## config.mk

```make
export PLATFORM = sky130hd
export DESIGN_NAME = mastermind_grader_flat
export DESIGN_NICKNAME = d
export VERILOG_FILES = /design/src/rtl/mastermind_pkg.sv /design/src/rtl/mastermind_grader_if.sv /design/src/rtl/mastermind_grader_fsm.sv /design/src/rtl/mastermind_grader.sv /design/src/flat_wrapper.sv
export SDC_FILE = /design/constraint.sdc
export NUM_CORES = 1
export LEC_CHECK = 0
export CORE_MARGIN = 4
export CORE_UTILIZATION = 48
export CTS_BUF_LIST = sky130_fd_sc_hd__clkbuf_4 sky130_fd_sc_hd__clkbuf_8 sky130_fd_sc_hd__clkbuf_16
export DETAILED_ROUTE_END_ITERATION = 8
export PLACE_DENSITY = 0.76
export SLEW_MARGIN = 25
export SYNTH_ARGS = -nofsm -noshare
export SYNTH_HDL_FRONTEND = slang
export SYNTH_SLANG_ARGS = --single-unit
```

## constraint.sdc

```tcl
create_clock -name CLOCK_50 -period 7.5 [get_ports CLOCK_50]
set_clock_uncertainty 0.05 [all_clocks]
set_input_delay 1.5 -clock CLOCK_50 [delete_from_list [all_inputs] [get_ports CLOCK_50]]
set_output_delay 1.5 -clock CLOCK_50 [all_outputs]
set_load 0.01 [all_outputs]
```

## src/rtl/mastermind_pkg.sv

```systemverilog
// mastermind_pkg
// Shared types and constants for the Mastermind grader slice.
//   shape_t        : 3-bit shape codes. 000 and 111 are "no shape".
//   grader_state_t : states of the grade/clear control FSM.
//   shape_valid()  : true for the six real shape codes.
package mastermind_pkg;

  localparam int NUM_POS = 4;
  localparam int SHAPE_W = 3;
  localparam int PAT_W   = NUM_POS * SHAPE_W;
  localparam int CNT_W   = 4;

  typedef enum logic [SHAPE_W-1:0] {
    SH_NONE = 3'b000,
    SH_T    = 3'b001,
    SH_C    = 3'b010,
    SH_O    = 3'b011,
    SH_D    = 3'b100,
    SH_I    = 3'b101,
    SH_Z    = 3'b110,
    SH_BAD  = 3'b111
  } shape_t;

  typedef enum logic [1:0] {
    ST_INIT = 2'd0,
    ST_SAVE = 2'd1,
    ST_HOLD = 2'd2
  } grader_state_t;

  function automatic logic shape_valid(input logic [SHAPE_W-1:0] code);
    return (code != 3'b000) && (code != 3'b111);
  endfunction

endpackage

```

## src/rtl/mastermind_grader_if.sv

```systemverilog
// mastermind_grader_if
// Bundles the grader's request, pattern and score signals.
//   master : game side -- drives Grade_it_L, Guess, masterPattern; observes results.
//   slave  : grader side -- receives request/patterns; drives Guess_pos, Gload,
//            Gclr, Znarly, Zood.
interface mastermind_grader_if;
  import mastermind_pkg::*;

  logic             Grade_it_L;
  logic [PAT_W-1:0] Guess;
  logic [PAT_W-1:0] masterPattern;
  logic [PAT_W-1:0] Guess_pos;
  logic             Gload;
  logic             Gclr;
  logic [CNT_W-1:0] Znarly;
  logic [CNT_W-1:0] Zood;

  modport master (
    output Grade_it_L, Guess, masterPattern,
    input  Guess_pos, Gload, Gclr, Znarly, Zood
  );

  modport slave (
    input  Grade_it_L, Guess, masterPattern,
    output Guess_pos, Gload, Gclr, Znarly, Zood
  );

endinterface

```

## src/rtl/mastermind_grader_fsm.sv

```systemverilog
// grader_fsm
// Moore control FSM for the grader. INIT and SAVE clear the guess register,
// HOLD loads it every cycle.
//   clk, rst    : rising-edge clock, async active-high reset
//   grade_it_l  : active-low grade/clear request
//   gclr, gload : registered controls, decoded purely from the state
module grader_fsm
  import mastermind_pkg::*;
(
  input  logic clk,
  input  logic rst,
  input  logic grade_it_l,
  output logic gclr,
  output logic gload
);

  grader_state_t state_q, state_d;
  logic          gclr_q, gload_q;

  always_comb begin
    state_d = state_q;
    case (state_q)
      ST_INIT: if (!grade_it_l) state_d = ST_SAVE;
      ST_SAVE: if (grade_it_l)  state_d = ST_HOLD;
      ST_HOLD: if (!grade_it_l) state_d = ST_SAVE;
      default: state_d = ST_INIT;
    endcase
  end

  // Outputs are registered alongside the state from the next-state value,
  // so they always equal the decode of the current state.
  always_ff @(posedge clk or posedge rst) begin
    if (rst) begin
      state_q <= ST_INIT;
      gclr_q  <= 1'b1;
      gload_q <= 1'b0;
    end else begin
      state_q <= state_d;
      gclr_q  <= (state_d != ST_HOLD);
      gload_q <= (state_d == ST_HOLD);
    end
  end

  assign gclr  = gclr_q;
  assign gload = gload_q;

endmodule

```

## src/rtl/mastermind_grader.sv

```systemverilog
// mastermind_grader
// Registers the guess under FSM control and grades it against masterPattern.
//   CLOCK_50 : rising-edge clock
//   reset    : async active-high reset
//   gif      : slave side of mastermind_grader_if (request, patterns, scores)
// Znarly counts exact matches; Zood counts right-shape/wrong-place matches.
module mastermind_grader
  import mastermind_pkg::*;
(
  input  logic                CLOCK_50,
  input  logic                reset,
  mastermind_grader_if.slave  gif
);

  logic             gclr, gload;
  logic [PAT_W-1:0] guess_pos_q, guess_pos_d;
  logic [CNT_W-1:0] znarly, matched;
  logic [2:0]       gc, mc;

  grader_fsm u_fsm (
    .clk        (CLOCK_50),
    .rst        (reset),
    .grade_it_l (gif.Grade_it_L),
    .gclr       (gclr),
    .gload      (gload)
  );

  // Clear wins over load.
  always_comb begin
    guess_pos_d = guess_pos_q;
    if (gclr)       guess_pos_d = '0;
    else if (gload) guess_pos_d = gif.Guess;
  end

  always_ff @(posedge CLOCK_50 or posedge reset) begin
    if (reset) guess_pos_q <= '0;
    else       guess_pos_q <= guess_pos_d;
  end

  // Total common shapes is the sum over shapes of min(guess count, master
  // count); removing the exact matches leaves the misplaced ones. Only codes
  // 1..6 are tallied, so the "no shape" codes never contribute.
  always_comb begin
    znarly  = '0;
    matched = '0;
    gc      = '0;
    mc      = '0;
    for (int p = 0; p < NUM_POS; p++) begin
      if (shape_valid(guess_pos_q[p*SHAPE_W +: SHAPE_W]) &&
          (guess_pos_q[p*SHAPE_W +: SHAPE_W] == gif.masterPattern[p*SHAPE_W +: SHAPE_W]))
        znarly = znarly + 4'd1;
    end
    for (int s = 1; s <= 6; s++) begin
      gc = '0;
      mc = '0;
      for (int p = 0; p < NUM_POS; p++) begin
        if (guess_pos_q[p*SHAPE_W +: SHAPE_W] == 3'(s))       gc = gc + 3'd1;
        if (gif.masterPattern[p*SHAPE_W +: SHAPE_W] == 3'(s)) mc = mc + 3'd1;
      end
      matched = matched + {1'b0, ((gc < mc) ? gc : mc)};
    end
  end

  assign gif.Guess_pos = guess_pos_q;
  assign gif.Gclr      = gclr;
  assign gif.Gload     = gload;
  assign gif.Znarly    = znarly;
  assign gif.Zood      = matched - znarly;

endmodule

```

## src/flat_wrapper.sv

```systemverilog
// flat-port wrapper written by rule: the top's interface ports become plain ports
module mastermind_grader_flat import mastermind_pkg::*;
  (CLOCK_50, reset, gif_Grade_it_L, gif_Guess, gif_masterPattern, gif_Guess_pos, gif_Gload, gif_Gclr, gif_Znarly, gif_Zood);
  mastermind_grader_if gif_i ();
  input  logic CLOCK_50;
  input  logic reset;
  input wire logic [$bits(gif_i.Grade_it_L)-1:0] gif_Grade_it_L;
  input wire logic [$bits(gif_i.Guess)-1:0] gif_Guess;
  input wire logic [$bits(gif_i.masterPattern)-1:0] gif_masterPattern;
  output wire logic [$bits(gif_i.Guess_pos)-1:0] gif_Guess_pos;
  output wire logic [$bits(gif_i.Gload)-1:0] gif_Gload;
  output wire logic [$bits(gif_i.Gclr)-1:0] gif_Gclr;
  output wire logic [$bits(gif_i.Znarly)-1:0] gif_Znarly;
  output wire logic [$bits(gif_i.Zood)-1:0] gif_Zood;
  assign gif_i.Grade_it_L = gif_Grade_it_L;
  assign gif_i.Guess = gif_Guess;
  assign gif_i.masterPattern = gif_masterPattern;
  assign gif_Guess_pos = gif_i.Guess_pos;
  assign gif_Gload = gif_i.Gload;
  assign gif_Gclr = gif_i.Gclr;
  assign gif_Znarly = gif_i.Znarly;
  assign gif_Zood = gif_i.Zood;
  mastermind_grader u_core (.CLOCK_50(CLOCK_50), .reset(reset), .gif(gif_i));
endmodule
```

==> results by group, run 1 <==
Logic synthesis
  • Ys flop type: sky130_fd_sc_hd__dfrtp_1
  • Synth Cell Area: ~0.0039 mm²
  • Yosys reg bits: 16
  • Per-instance average area after synthesis: between 8 and 9 µm²
  • Synthesis warning total: 0
  • Portion of the post-synthesis area used by sequential elements: 0.104
  • Share of synthesized registers carrying an async set or reset: 1.00
  • Synth Net Count: approximately 560
  • Number of cells produced by synthesis: roughly 460
  • Number of different library cells in the post-synthesis netlist: between 50 and 60
  • Count of flip-flops with a built-in enable after synthesis: 0

Setup path
  • Launching element type of the critical path: input port
  • Crit path max-delay cell type: sky130_fd_sc_hd__fa_2
  • Worst-path fanout max: 5
  • Path type of the worst setup path: in -> out
  • CP cell instances: clkdlybuf4s15_1 > buf_6 > nand2b_4 > inv_1 > ha_1 > xor2_1 > ha_1 > mux2i_1 > ha_1 > a21oi_1 > o21ai_2 > mux2i_2 > fa_1 > fa_2 > inv_2 > fa_2 > inv_2 > ha_4 > ha_4 > fa_2 > xnor2_2 > xnor2_2 > buf_2
  • Largest incremental delay on the critical path: about 600 ps
  • Top delay family on crit path: adder cells
  • Data required, critical path: a little under 6000 ps
  • Data arrival time of the critical path: 6640 ps
  • Buffers plus inverters on the worst setup path: 6
  • Setup crit end kind: output port

Global route
  • Initial antenna violation count: 0
  • Vias in the first global route: about 3900
  • First-pass GRT wire length: around 18000 µm
  • Met2 GRT Util: 0.434
  • Met1 Use GR: 0.261
  • Gr busiest metal: met2
  • Grt total ovfl: 0
  • All-Layer GR Usage: 0.223
  • Global-route met3 utilization: 0.0229
  • Pin count of the biggest net entering global routing: 17

Timing
  • Actual transition at the worst max-transition pin: between 600 and 700 ps
  • # setup viols final: 3
  • Clock period minus final worst setup slack: between 8000 and 9000 ps
  • Worst-case hold slack: between 400 and 500 ps
  • Setup slack after layout: -689 ps
  • RSZ-0062 raised after global routing: yes
  • Highest clock frequency the design can meet: 0.122 GHz
  • Ratio of final minimum period to clock period: 1.09
  • Final hold violations: 0
  • Number of pins exceeding their max-slew limit in the final report: 0
  • Tightest slew margin relative to the limit: 0.542
  • Accumulated negative setup slack: -1270 ps

Route
  • First-pass iteration count of the detailed router: 4
  • Starting DRT DRC Count: ~100
  • DRC: 0
  • Via density per instance: a little over 5
  • Post-route antenna net violation count: 0
  • Number of vias in the routed layout: between 3000 and 4000
  • Detailed-route wire length: about 11000 µm
  • Final routed wire length divided by cell count: between 15 and 20 µm

Run status
  • Violated checks: setup timing
  • Outcome: finished, violations left

Cells and area
  • # nets final: 700
  • Share of layout cells above drive strength 1: 0.348
  • Final antenna diode count: 0
  • Multi-input combinational cell area: 0.00351 mm²
  • Fill count: between 500 and 600
  • P&R area growth vs syn: 44.7%
  • Post-layout utilization of the core: 0.719
  • Storage cell area: approximately 400 µm²

CTS
  • H-Tree Level Count: 1
  • Number of buffers between clock root and the deepest sink: 2
  • Root buffer selected by CTS: sky130_fd_sc_hd__clkbuf_8
  • Worst-Skew Late Latency: 240 ps
  • CTS buffer count: 3
  • Total number of clock tree sinks: 16
  • Clock tree from TritonCTS: done
  • Hold buffer count at CTS: 0
  • Post-CTS clock slew at the launch and capture registers of the worst setup and hold paths: roughly 60 ps

Floorplanning
  • Area inside the core boundary: around 0.008 mm²
  • # rows: 32
  • Total Die Area: between 0.009 and 0.01 mm²
  • Die Y-Extent: 97.9 µm
  • Horiz. Die Dim: between 90 and 100 µm
  • Boundary Pins: 49
  • Initial core utilization: 0.497

Pwr
  • VDD IR-drop max: ~0.16 mV
  • Leakage: between 0.002 and 0.003 µW
  • Power density of the placed cells: 85.5 mW/mm²

Min path
  • Path type of the worst min-delay path: reg -> reg

Place
  • Count of port buffers added during placement: 47
  • Estimated wirelength of the detail-placed design: between 8000 and 9000 µm
  • GP Congestion: ~0.85

Flow run
  • Max-cap check violation count: 0
-- stage by stage --
step / setup WS [ps] / area [µm²] / power [µW] / instances
6_report: -689 / 5610 / 480 / 702
5_1_grt: -834 / 5610 / 518 / 702
4_1_cts: -690 / 5490 / 475 / 698
3_5_place_dp: -1680 / 5230 / 377 / 686
3_3_place_gp: -1620 / 5230 / 367 / 686
2_1_floorplan: -162 / 4010 / 266 / 456
-- cells in the mapped netlist (all sizes together) (3+ instances only) --
library cell,instances,share of area
a21oi,12,0.016
a22oi,6,0.012
a31oi,3,0.0065
a32oi,3,0.0068
and2,7,0.011
and3,3,0.0048
and3b,4,0.0094
buf,10,0.018
dfrtp,15,0.097
fa,12,0.062
ha,60,0.19
inv,69,0.067
mux2,3,0.0097
mux2i,28,0.072
nand2,34,0.033
nand2b,10,0.016
nand3,9,0.012
nand3b,8,0.020
nor2,35,0.034
nor2b,15,0.024
nor3b,15,0.048
nor4bb,3,0.0077
o21ai,18,0.024
or2,3,0.0048
xnor2,21,0.047
xnor3,7,0.041
xor2,22,0.050
-- logic make-up (layout without fill, tap and decap cells) --
kind of cell,Yosys count,count (layout),synth area share
AO/OA/AOI/OAI,50,50,0.0832
multiplexers,31,31,0.0819
buffers and inverters,81,225,0.0865
adder cells (fa/ha/maj),72,72,0.255
flip-flops,16,16,0.104
AND/OR/NAND/NOR,154,154,0.245
XOR/XNOR,51,51,0.144
other,1,1,0.000967
-- path summary, 6_finish.rpt --
check                                                   from  cells after the start                                   end  slack (ps)
min in group asynchronous                              reset                      2   u_core.gif.Guess_pos[3]$_DFFE_PP0P_        1560
max in group asynchronous                              reset                      2   u_core.gif.Guess_pos[9]$_DFFE_PP0P_        5460
hold / removal             u_core.u_fsm.state_q[1]$_DFF_PP0_                      1     u_core.u_fsm.state_q[0]$_DFF_PP0_         420
setup reg to reg                u_core.u_fsm.gload$_DFF_PP0_                      2  u_core.gif.Guess_pos[11]$_DFFE_PP0P_        6210
setup / recovery                        gif_masterPattern[5]                     23                           gif_Zood[3]        -690
hold reg to reg            u_core.u_fsm.state_q[1]$_DFF_PP0_                      1     u_core.u_fsm.state_q[0]$_DFF_PP0_         420
-- cells in the final DEF, fill, tap and decap left out, types with 9 or more instances in the layout --
master,count
sky130_fd_sc_hd__nand2_1,31
sky130_fd_sc_hd__buf_6,10
sky130_fd_sc_hd__xor2_1,18
sky130_fd_sc_hd__xnor2_1,16
sky130_fd_sc_hd__buf_4,97
sky130_fd_sc_hd__a21oi_1,9
sky130_fd_sc_hd__o21ai_0,12
sky130_fd_sc_hd__mux2i_1,22
sky130_fd_sc_hd__clkdlybuf4s50_1,35
sky130_fd_sc_hd__nor2b_1,10
sky130_fd_sc_hd__nor2_1,33
sky130_fd_sc_hd__inv_1,61
sky130_fd_sc_hd__dfrtp_1,15
sky130_fd_sc_hd__ha_1,49
-- final cells by class --
cell class	count	share of cell area
Sequential cell	16	0.0716
Tap cell	102	0.0227
Inverter	69	0.0461
Multi-Input combinational cell	359	0.625
Clock buffer	4	0.00981
Timing Repair Buffer	152	0.225
-- registers in the layout (all words and copies together), names as in the netlist --
| signal | flops |
|---|---|
| u_core.u_fsm.gclr | 1 |
| u_core.u_fsm.gload | 1 |
| u_core.u_fsm.state_q | 2 |
| u_core.gif.Guess_pos | 12 |
-- routing by layer --
layer / routed length (µm) / vias to the layer above / share of wire
met5: 0 / - / 0
met4: 208 / 0 / 0.020
met3: 438 / 17 / 0.041
met2: 5690 / 77 / 0.53
met1: 4300 / 1757 / 0.40
li1: - / 1799 / -
-- worst register-to-register path, cell delays in order (launching register included) --
cell and delay (ps):
sky130_fd_sc_hd__dfrtp_1 780, sky130_fd_sc_hd__mux2i_1 270, sky130_fd_sc_hd__nor2_1 70
-- power by group --
group / internal [µW] / switching, µW / total, µW
clock network: 46.5 / 28.0 / 74.5
registers: 92.3 / 14.9 / 107
logic: 165 / 133 / 298
total: 304 / 176 / 480
-- what timing repair did --
item                                    4_1_cts  5_1_grt
endpoints found under the setup margin        4        3
pin swaps                                    26       23
gates resized for setup                      76       33
buffers inserted                              8        4
Power figures use the tool's default switching activity.
==> run 2: changes to the inputs <==
--- a/config.mk
+++ b/config.mk
@@ -5,7 +5,6 @@
 export SDC_FILE = /design/constraint.sdc
 export NUM_CORES = 1
 export LEC_CHECK = 0
-export CORE_MARGIN = 4
 export CORE_UTILIZATION = 48
 export CTS_BUF_LIST = sky130_fd_sc_hd__clkbuf_4 sky130_fd_sc_hd__clkbuf_8 sky130_fd_sc_hd__clkbuf_16
 export DETAILED_ROUTE_END_ITERATION = 8
==> constraint.sdc (replaced) <==
create_clock -name CLOCK_50 -period 7.5 [get_ports CLOCK_50]
set_clock_uncertainty 0.05 [all_clocks]
set_input_delay 0.75 -clock CLOCK_50 [delete_from_list [all_inputs] [get_ports CLOCK_50]]
set_output_delay 0.75 -clock CLOCK_50 [all_outputs]
set_load 0.01 [all_outputs]
==> run 2 against run 1 <==
  * The run now ends clean
  * Wire length is 12% lower
  * Global-route usage grew 0.97 points
  * Critical path type unchanged
  * Via count down 7.5%
  * Largest cell class unchanged
  * Combinational power decreased by 18%
  * Sequential share of layout area is 1.0 points higher
  * Hold slack got worse by 0.70 ps
  * Register-to-register slack got worse by 20 ps
  * First-iteration DRC count is 22% higher
==> results by group, run 2 (same netlist as run 1, synthesis figures left out) <==
Place
  • Estimated wirelength of the detail-placed design: 8030 µm (was 8730 µm)
  • Count of port buffers added during placement: 47 (unchanged)
  • GP Congestion: 0.918 (was 0.852)
  • Pre-CTS WS: -321 ps (was -1680 ps)
  • Placed instance area: 0.00473 mm² (was 0.00523 mm²)

Timing
  • Tightest slew margin relative to the limit: 0.543 (was 0.542)
  • Ratio of final minimum period to clock period: 0.959 (was 1.09)
  • # setup viols final: 0 (was 3)
  • Setup slack after layout: 304 ps (was -689 ps)
  • Final hold violations: 0 (unchanged)
  • Number of pins exceeding their max-slew limit in the final report: 0 (unchanged)
  • Highest clock frequency the design can meet: 0.139 GHz (was 0.122 GHz)
  • RSZ-0062 raised after global routing: yes (unchanged)
  • Actual transition at the worst max-transition pin: 686 ps (was 687 ps)
  • Clock period minus final worst setup slack: 7200 ps (was 8190 ps)

Setup path
  • Launching element type of the critical path: input port (unchanged)
  • Worst-path fanout max: 4 (was 5)
  • Path type of the worst setup path: in -> out (unchanged)
  • Data arrival time of the critical path: 6400 ps (was 6640 ps)
  • Setup slack of the worst register-to-register path: 6190 ps (was 6210 ps)
  • Data required, critical path: 6700 ps (was 5950 ps)
  • Setup crit end kind: output port (unchanged)

Cells and area
  • Highest-count cells in the layout ignoring fill and taps: 69 x sky130_fd_sc_hd__inv_1, 58 x sky130_fd_sc_hd__ha_1, 44 x sky130_fd_sc_hd__clkdlybuf4s50_1, 44 x sky130_fd_sc_hd__buf_4, 34 x sky130_fd_sc_hd__nand2_1 (was 97 x sky130_fd_sc_hd__buf_4, 61 x sky130_fd_sc_hd__inv_1, 49 x sky130_fd_sc_hd__ha_1)
  • Fill count: 688 (was 586)
  • Max reg flops: 12 (unchanged)
  • # nets final: 639 (was 700)
  • P&R area growth vs syn: 26.4% (was 44.7%)
  • Final antenna diode count: 0 (unchanged)
  • Storage cell area: 402 µm² (unchanged)
  • Post-layout utilization of the core: 0.631 (was 0.719)
  • Leading cell type in the layout, fill and taps excluded: sky130_fd_sc_hd__inv_1 (was sky130_fd_sc_hd__buf_4)
  • Post-route design area: 0.00490 mm² (was 0.00561 mm²)
  • Multi-input combinational cell area: 0.00326 mm² (was 0.00351 mm²)
  • Share of layout cells above drive strength 1: 0.182 (was 0.348)

Floorplanning
  • Boundary Pins: 49 (unchanged)
  • Die Y-Extent: 91.9 µm (was 97.9 µm)
  • Horiz. Die Dim: 91.9 µm (was 97.9 µm)
  • Area inside the core boundary: 0.00777 mm² (was 0.00781 mm²)
  • Total Die Area: 0.00844 mm² (was 0.00958 mm²)
  • # rows: 32 (unchanged)
  • Initial core utilization: 0.499 (was 0.497)

Route
  • First-pass iteration count of the detailed router: 4 (unchanged)
  • Detailed-route wire length: 9370 µm (was 10600 µm)
  • Number of vias in the routed layout: 3378 (was 3650)
  • Post-route antenna net violation count: 0 (unchanged)
  • Starting DRT DRC Count: 127 (was 104)
  • Via density per instance: 5.27 (was 5.20)
  • Final routed wire length divided by cell count: 14.6 µm (was 15.1 µm)
  • DRC: 0 (unchanged)

CTS
  • CTS buffer count: 3 (unchanged)
  • H-Tree Level Count: 1 (unchanged)
  • Hold buffer count at CTS: 0 (unchanged)
  • Clock tree from TritonCTS: done (unchanged)
  • Number of buffers between clock root and the deepest sink: 2 (unchanged)
  • Total number of clock tree sinks: 16 (unchanged)
  • Setup repair bufs after CTS: 0 (was 8)
  • Worst-Skew Late Latency: 240 ps (about the same)
  • Post-CTS clock slew at the launch and capture registers of the worst setup and hold paths: 60 ps (about the same)
  • Root buffer selected by CTS: sky130_fd_sc_hd__clkbuf_8 (unchanged)

Global route
  • Vias in the first global route: 3557 (was 3883)
  • Initial antenna violation count: 0 (unchanged)
  • Pin count of the biggest net entering global routing: 17 (unchanged)
  • Grt total ovfl: 0 (unchanged)
  • All-Layer GR Usage: 0.233 (was 0.223)
  • First-pass GRT wire length: 15800 µm (was 17800 µm)

Flow run
  • Max-cap check violation count: 0 (unchanged)

Pwr
  • Leakage: 0.00247 µW (was 0.00279 µW)
  • Power density of the placed cells: 86.5 mW/mm² (was 85.5 mW/mm²)
  • VDD IR-drop max: 0.193 mV (was 0.156 mV)

Run status
  • Outcome: finished, final reports clean (was finished, violations left)

Min path
  • Path type of the worst min-delay path: reg -> reg (unchanged)
## run 2: changes by cell type in the layout (fill, tap and decap cells not counted), moves of 4 or more
cell	previous run	this run
sky130_fd_sc_hd__clkdlybuf4s50_1	35	44
sky130_fd_sc_hd__inv_1	61	69
sky130_fd_sc_hd__buf_2	5	0
sky130_fd_sc_hd__ha_1	49	58
sky130_fd_sc_hd__ha_4	8	2
sky130_fd_sc_hd__buf_4	97	44
sky130_fd_sc_hd__buf_6	10	0
sky130_fd_sc_hd__xor2_1	18	22
sky130_fd_sc_hd__inv_2	8	0
## run 2: path summary, 6_finish.rpt
kind,start,end,depth (start not counted)
worst max-delay path,gif_masterPattern[2],gif_Zood[3],27
worst min-delay path,u_core.u_fsm.state_q[0]$_DFF_PP0_,u_core.u_fsm.state_q[0]$_DFF_PP0_,1
worst max register to register,u_core.u_fsm.gload$_DFF_PP0_,u_core.gif.Guess_pos[2]$_DFFE_PP0P_,2
worst min register to register,u_core.u_fsm.state_q[0]$_DFF_PP0_,u_core.u_fsm.state_q[0]$_DFF_PP0_,1
max in group asynchronous,reset,u_core.gif.Guess_pos[11]$_DFFE_PP0P_,2
min in group asynchronous,reset,u_core.gif.Guess_pos[6]$_DFFE_PP0P_,2
## run 2: report_power, final
part / switching (µW) / internal (µW)
logic: 112 / 130
registers: 15.7 / 92.3
clock network: 27.2 / 46.5
total: 155 / 269
## run 2: final cells by class
class | instances | area share
Clock buffer | 4 | 0.0112
Tap cell | 102 | 0.0260
Sequential cell | 16 | 0.0819
Timing Repair Buffer | 91 | 0.163
Multi-Input combinational cell | 359 | 0.665
Inverter | 69 | 0.0528
## run 2: metal layers
layer	global-route usage	vias up	wire length, µm
met3	0.0133	20	291
li1	-	1673	-
met5	0	-	0
met1	0.271	1604	3980
met2	0.451	81	4830
met4	0.0729	0	274
## run 2: through the flow
stage               total power, µW  std cells  setup TNS [ps]  hold slack [ps]
detailed placement              349        637            -391              411
global route                    458        641           -39.5              439
global placement                341        637            -155              402
CTS                             427        641               0              419
floorplan                       256        456               0              382
finish                          424        641               0              419
## run 2: critical path: stages
cell	delay, ps
sky130_fd_sc_hd__clkdlybuf4s50_1	530
sky130_fd_sc_hd__nor2b_2	70
sky130_fd_sc_hd__nand2_1	90
sky130_fd_sc_hd__inv_1	60
sky130_fd_sc_hd__ha_1	320
sky130_fd_sc_hd__xor2_1	180
sky130_fd_sc_hd__inv_1	60
sky130_fd_sc_hd__ha_1	170
sky130_fd_sc_hd__nand3_1	120
sky130_fd_sc_hd__xnor2_2	140
sky130_fd_sc_hd__ha_1	250
sky130_fd_sc_hd__inv_1	80
sky130_fd_sc_hd__nand2_1	70
sky130_fd_sc_hd__a21oi_1	150
sky130_fd_sc_hd__a211o_1	180
sky130_fd_sc_hd__mux2i_2	240
sky130_fd_sc_hd__fa_1	480
sky130_fd_sc_hd__fa_1	490
sky130_fd_sc_hd__inv_1	50
sky130_fd_sc_hd__fa_1	530
sky130_fd_sc_hd__inv_1	40
sky130_fd_sc_hd__ha_1	270
sky130_fd_sc_hd__ha_1	210
sky130_fd_sc_hd__fa_1	400
sky130_fd_sc_hd__xnor2_2	180
sky130_fd_sc_hd__xnor2_1	130
sky130_fd_sc_hd__clkbuf_2	150
## run 2: repair_timing
action                     in CTS  in global routing
setup endpoints to repair       2                  2
gates resized for setup        18                 12
pin swaps                       4                  8
==> run 3: changes to the inputs <==
--- a/config.mk
+++ b/config.mk
@@ -5,10 +5,10 @@
 export SDC_FILE = /design/constraint.sdc
 export NUM_CORES = 1
 export LEC_CHECK = 0
-export CORE_UTILIZATION = 48
+export CORE_UTILIZATION = 52
 export CTS_BUF_LIST = sky130_fd_sc_hd__clkbuf_4 sky130_fd_sc_hd__clkbuf_8 sky130_fd_sc_hd__clkbuf_16
 export DETAILED_ROUTE_END_ITERATION = 8
-export PLACE_DENSITY = 0.76
+export PLACE_DENSITY = 0.82
 export SLEW_MARGIN = 25
 export SYNTH_ARGS = -nofsm -noshare
 export SYNTH_HDL_FRONTEND = slang
==> constraint.sdc (replaced) <==
create_clock -name CLOCK_50 -period 7.5 [get_ports CLOCK_50]
set_clock_uncertainty 0.05 [all_clocks]
set_input_delay 0.75 -clock CLOCK_50 [delete_from_list [all_inputs] [get_ports CLOCK_50]]
set_output_delay 0.75 -clock CLOCK_50 [all_outputs]
set_load 0.1 [all_outputs]
==> run 3 against run 2 <==
  * Critical path depth fell by 2
  * Sequential power about the same
  * Hold slack better by 13 ps
  * Critical endpoint unchanged
==> results by group, run 3 (same netlist as run 1, synthesis figures left out) <==
Floorplanning
  • # rows: 31 (was 32)
  • Die Y-Extent: 88.4 µm (was 91.9 µm)
  • Horiz. Die Dim: 88.4 µm (was 91.9 µm)
  • Initial core utilization: 0.538 (was 0.499)
  • Total Die Area: 0.00781 mm² (was 0.00844 mm²)
  • Area inside the core boundary: 0.00721 mm² (was 0.00777 mm²)
  • Boundary Pins: 49 (unchanged)

Route
  • Via density per instance: 5.41 (was 5.27)
  • Starting DRT DRC Count: 151 (was 127)
  • Final routed wire length divided by cell count: 15.3 µm (was 14.6 µm)
  • DRC: 0 (unchanged)
  • First-pass iteration count of the detailed router: 4 (unchanged)
  • Post-route antenna net violation count: 0 (unchanged)
  • Detailed-route wire length: 9410 µm (was 9370 µm)
  • Number of vias in the routed layout: 3335 (was 3378)

CTS
  • Total number of clock tree sinks: 16 (unchanged)
  • CTS buffer count: 3 (unchanged)
  • Worst-Skew Late Latency: 250 ps (was 240 ps)
  • Clock tree from TritonCTS: done (unchanged)
  • Number of buffers between clock root and the deepest sink: 2 (unchanged)
  • Hold buffer count at CTS: 0 (unchanged)
  • Root buffer selected by CTS: sky130_fd_sc_hd__clkbuf_8 (unchanged)
  • H-Tree Level Count: 1 (unchanged)
  • Post-CTS clock slew at the launch and capture registers of the worst setup and hold paths: 60 ps (about the same)

Setup path
  • Crit path max-delay cell type: sky130_fd_sc_hd__fa_1 (was sky130_fd_sc_hd__clkdlybuf4s50_1)
  • Setup slack of the worst register-to-register path: 6170 ps (was 6190 ps)
  • Top delay family on crit path: adder cells (unchanged)
  • Path type of the worst setup path: reg -> out (was in -> out)
  • Startpoint of the most critical setup path: u_core.gif.Guess_pos[2]$_DFFE_PP0P_ (was gif_masterPattern[2])
  • Launching element type of the critical path: flop (was input port)
  • Reg2Reg Depth: 2 (unchanged)
  • Data arrival time of the critical path: 6340 ps (was 6400 ps)
  • Critical Path Most Common Cell: sky130_fd_sc_hd__ha_1
  • End of the worst register-to-register path: u_core.gif.Guess_pos[8]$_DFFE_PP0P_ (was u_core.gif.Guess_pos[2]$_DFFE_PP0P_)
  • Largest incremental delay on the critical path: 560 ps (was 530 ps)
  • Worst-path fanout max: 6 (was 4)
  • Data required, critical path: 6700 ps (about the same)
  • Buffers plus inverters on the worst setup path: 5 (was 7)
  • Setup crit end kind: output port (unchanged)
  • Startpoint of the worst register-to-register path: u_core.u_fsm.gload$_DFF_PP0_ (unchanged)

Global route
  • All-Layer GR Usage: 0.252 (was 0.233)
  • Pin count of the biggest net entering global routing: 17 (unchanged)
  • Grt total ovfl: 0 (unchanged)
  • First-pass GRT wire length: 15300 µm (was 15800 µm)
  • Vias in the first global route: 3383 (was 3557)
  • Initial antenna violation count: 0 (unchanged)

Place
  • GP Congestion: 0.909 (was 0.918)
  • Pre-CTS WS: -146 ps (was -321 ps)
  • Count of port buffers added during placement: 47 (unchanged)
  • Estimated wirelength of the detail-placed design: 7790 µm (was 8030 µm)

Timing
  • Highest clock frequency the design can meet: 0.140 GHz (was 0.139 GHz)
  • Clock period minus final worst setup slack: 7140 ps (was 7200 ps)
  • Ratio of final minimum period to clock period: 0.952 (was 0.959)
  • Actual transition at the worst max-transition pin: 972 ps (was 686 ps)
  • Number of pins exceeding their max-slew limit in the final report: 0 (unchanged)
  • # setup viols final: 0 (unchanged)
  • Tightest slew margin relative to the limit: 0.350 (was 0.543)
  • Final hold violations: 0 (unchanged)
  • Setup slack after layout: 360 ps (was 304 ps)
  • RSZ-0062 raised after global routing: no (was yes)
  • Accumulated negative setup slack: 0 ps (unchanged)

Min path
  • Worst hold path cell count: 1 (unchanged)
  • Launch point of the worst hold path: u_core.u_fsm.state_q[0]$_DFF_PP0_ (unchanged)
  • Path type of the worst min-delay path: reg -> reg (unchanged)
  • Hold endpoint: u_core.u_fsm.state_q[0]$_DFF_PP0_ (unchanged)

Flow run
  • Max-cap check violation count: 0 (unchanged)

Pwr
  • VDD IR-drop max: 0.143 mV (was 0.193 mV)
  • Leakage: 0.00247 µW (about the same)
  • Power density of the placed cells: 119 mW/mm² (was 86.5 mW/mm²)

Run status
  • Outcome: finished, final reports clean (unchanged)

Cells and area
  • P&R area growth vs syn: 25.4% (was 26.4%)
  • Max reg flops: 12 (unchanged)
  • Fill count: 588 (was 688)
  • Final antenna diode count: 0 (unchanged)
  • Share of layout cells above drive strength 1: 0.160 (was 0.182)
  • Leading cell type in the layout, fill and taps excluded: sky130_fd_sc_hd__inv_1 (unchanged)
  • Highest-count cells in the layout ignoring fill and taps: 68 x sky130_fd_sc_hd__inv_1, 59 x sky130_fd_sc_hd__ha_1, 34 x sky130_fd_sc_hd__nand2_1, 34 x sky130_fd_sc_hd__clkdlybuf4s50_1, 33 x sky130_fd_sc_hd__nor2_1 (was 69 x sky130_fd_sc_hd__inv_1, 58 x sky130_fd_sc_hd__ha_1, 44 x sky130_fd_sc_hd__clkdlybuf4s50_1, 44 x sky130_fd_sc_hd__buf_4, 34 x sky130_fd_sc_hd__nand2_1)
  • # nets final: 618 (was 639)
run 3: cell count changes in the layout (fill, tap and decap cells not counted), moves of 2 or more:
cell and delta:
sky130_fd_sc_hd__buf_12 +3, sky130_fd_sc_hd__o21ai_1 +2, sky130_fd_sc_hd__nor3b_4 +2, sky130_fd_sc_hd__buf_4 -20, sky130_fd_sc_hd__nor3b_2 -2, sky130_fd_sc_hd__dlymetal6s2s_1 +7, sky130_fd_sc_hd__xor2_2 +2, sky130_fd_sc_hd__xnor2_4 +2
sky130_fd_sc_hd__o21ai_2 -2, sky130_fd_sc_hd__nor2b_2 +2, sky130_fd_sc_hd__xor2_1 -3, sky130_fd_sc_hd__clkdlybuf4s50_1 -10
run 3: worst max-delay path by stage:
stage / endpoint / slack [ps] / depth (start not counted)
floorplan: gif_Zood[3] / 80 / 20
global placement: gif_Zood[3] / 30 / 22
detailed placement: gif_Zood[3] / -150 / 22
CTS: gif_Zood[3] / 3 / 26
global route: gif_Zood[3] / 30 / 24
finish: gif_Zood[3] / 360 / 25
run 3: layout make-up:
class	count	area, µm²	share of cell area
Tap cell	99	124	0.0255
Timing Repair Buffer	70	693	0.143
Inverter	69	259	0.0533
Sequential cell	16	402	0.0826
Multi-Input combinational cell	359	3330	0.685
Clock buffer	4	55.1	0.0113
run 3: what timing repair did:
action / CTS / global route
pin swaps: 1 / 8
setup endpoints to repair: 1 / 2
gates resized for setup: 4 / 34
endpoints found under the hold margin: 0 / 0
setup buffers: 0 / 2
run 3: metrics by stage:
| stage | hold WS [ps] | cell area (µm²) | instances | total power, µW | utilization |
|---|---|---|---|---|---|
| 6_report | 432 | 4860 | 617 | 577 | 0.674 |
| 5_1_grt | 447 | 4860 | 617 | 610 | 0.674 |
| 4_1_cts | 435 | 4700 | 615 | 569 | 0.651 |
| 3_5_place_dp | 415 | 4630 | 611 | 491 | 0.641 |
| 3_3_place_gp | 401 | 4630 | 611 | 479 | 0.641 |
| 2_1_floorplan | 382 | 3920 | 456 | 385 | - |
run 3: per-layer routing:
layer | track usage | wire length [µm]
met1 | 0.296 | 3960
met2 | 0.478 | 4800
met3 | 0.0224 | 347
met4 | 0.0880 | 301
met5 | 0 | 0
run 3: power by group:
| group | switching (µW) | total, µW | internal, µW |
|---|---|---|---|
| sequential | 15.5 | 108 | 92.3 |
| combinational | 241 | 394 | 153 |
| clock | 28.6 | 75.1 | 46.6 |
run 3: worst reg2reg max path, cell delays in order (launching register included):
cell and delay (ps):
sky130_fd_sc_hd__dfrtp_1 760, sky130_fd_sc_hd__mux2i_1 320, sky130_fd_sc_hd__nor2_1 80
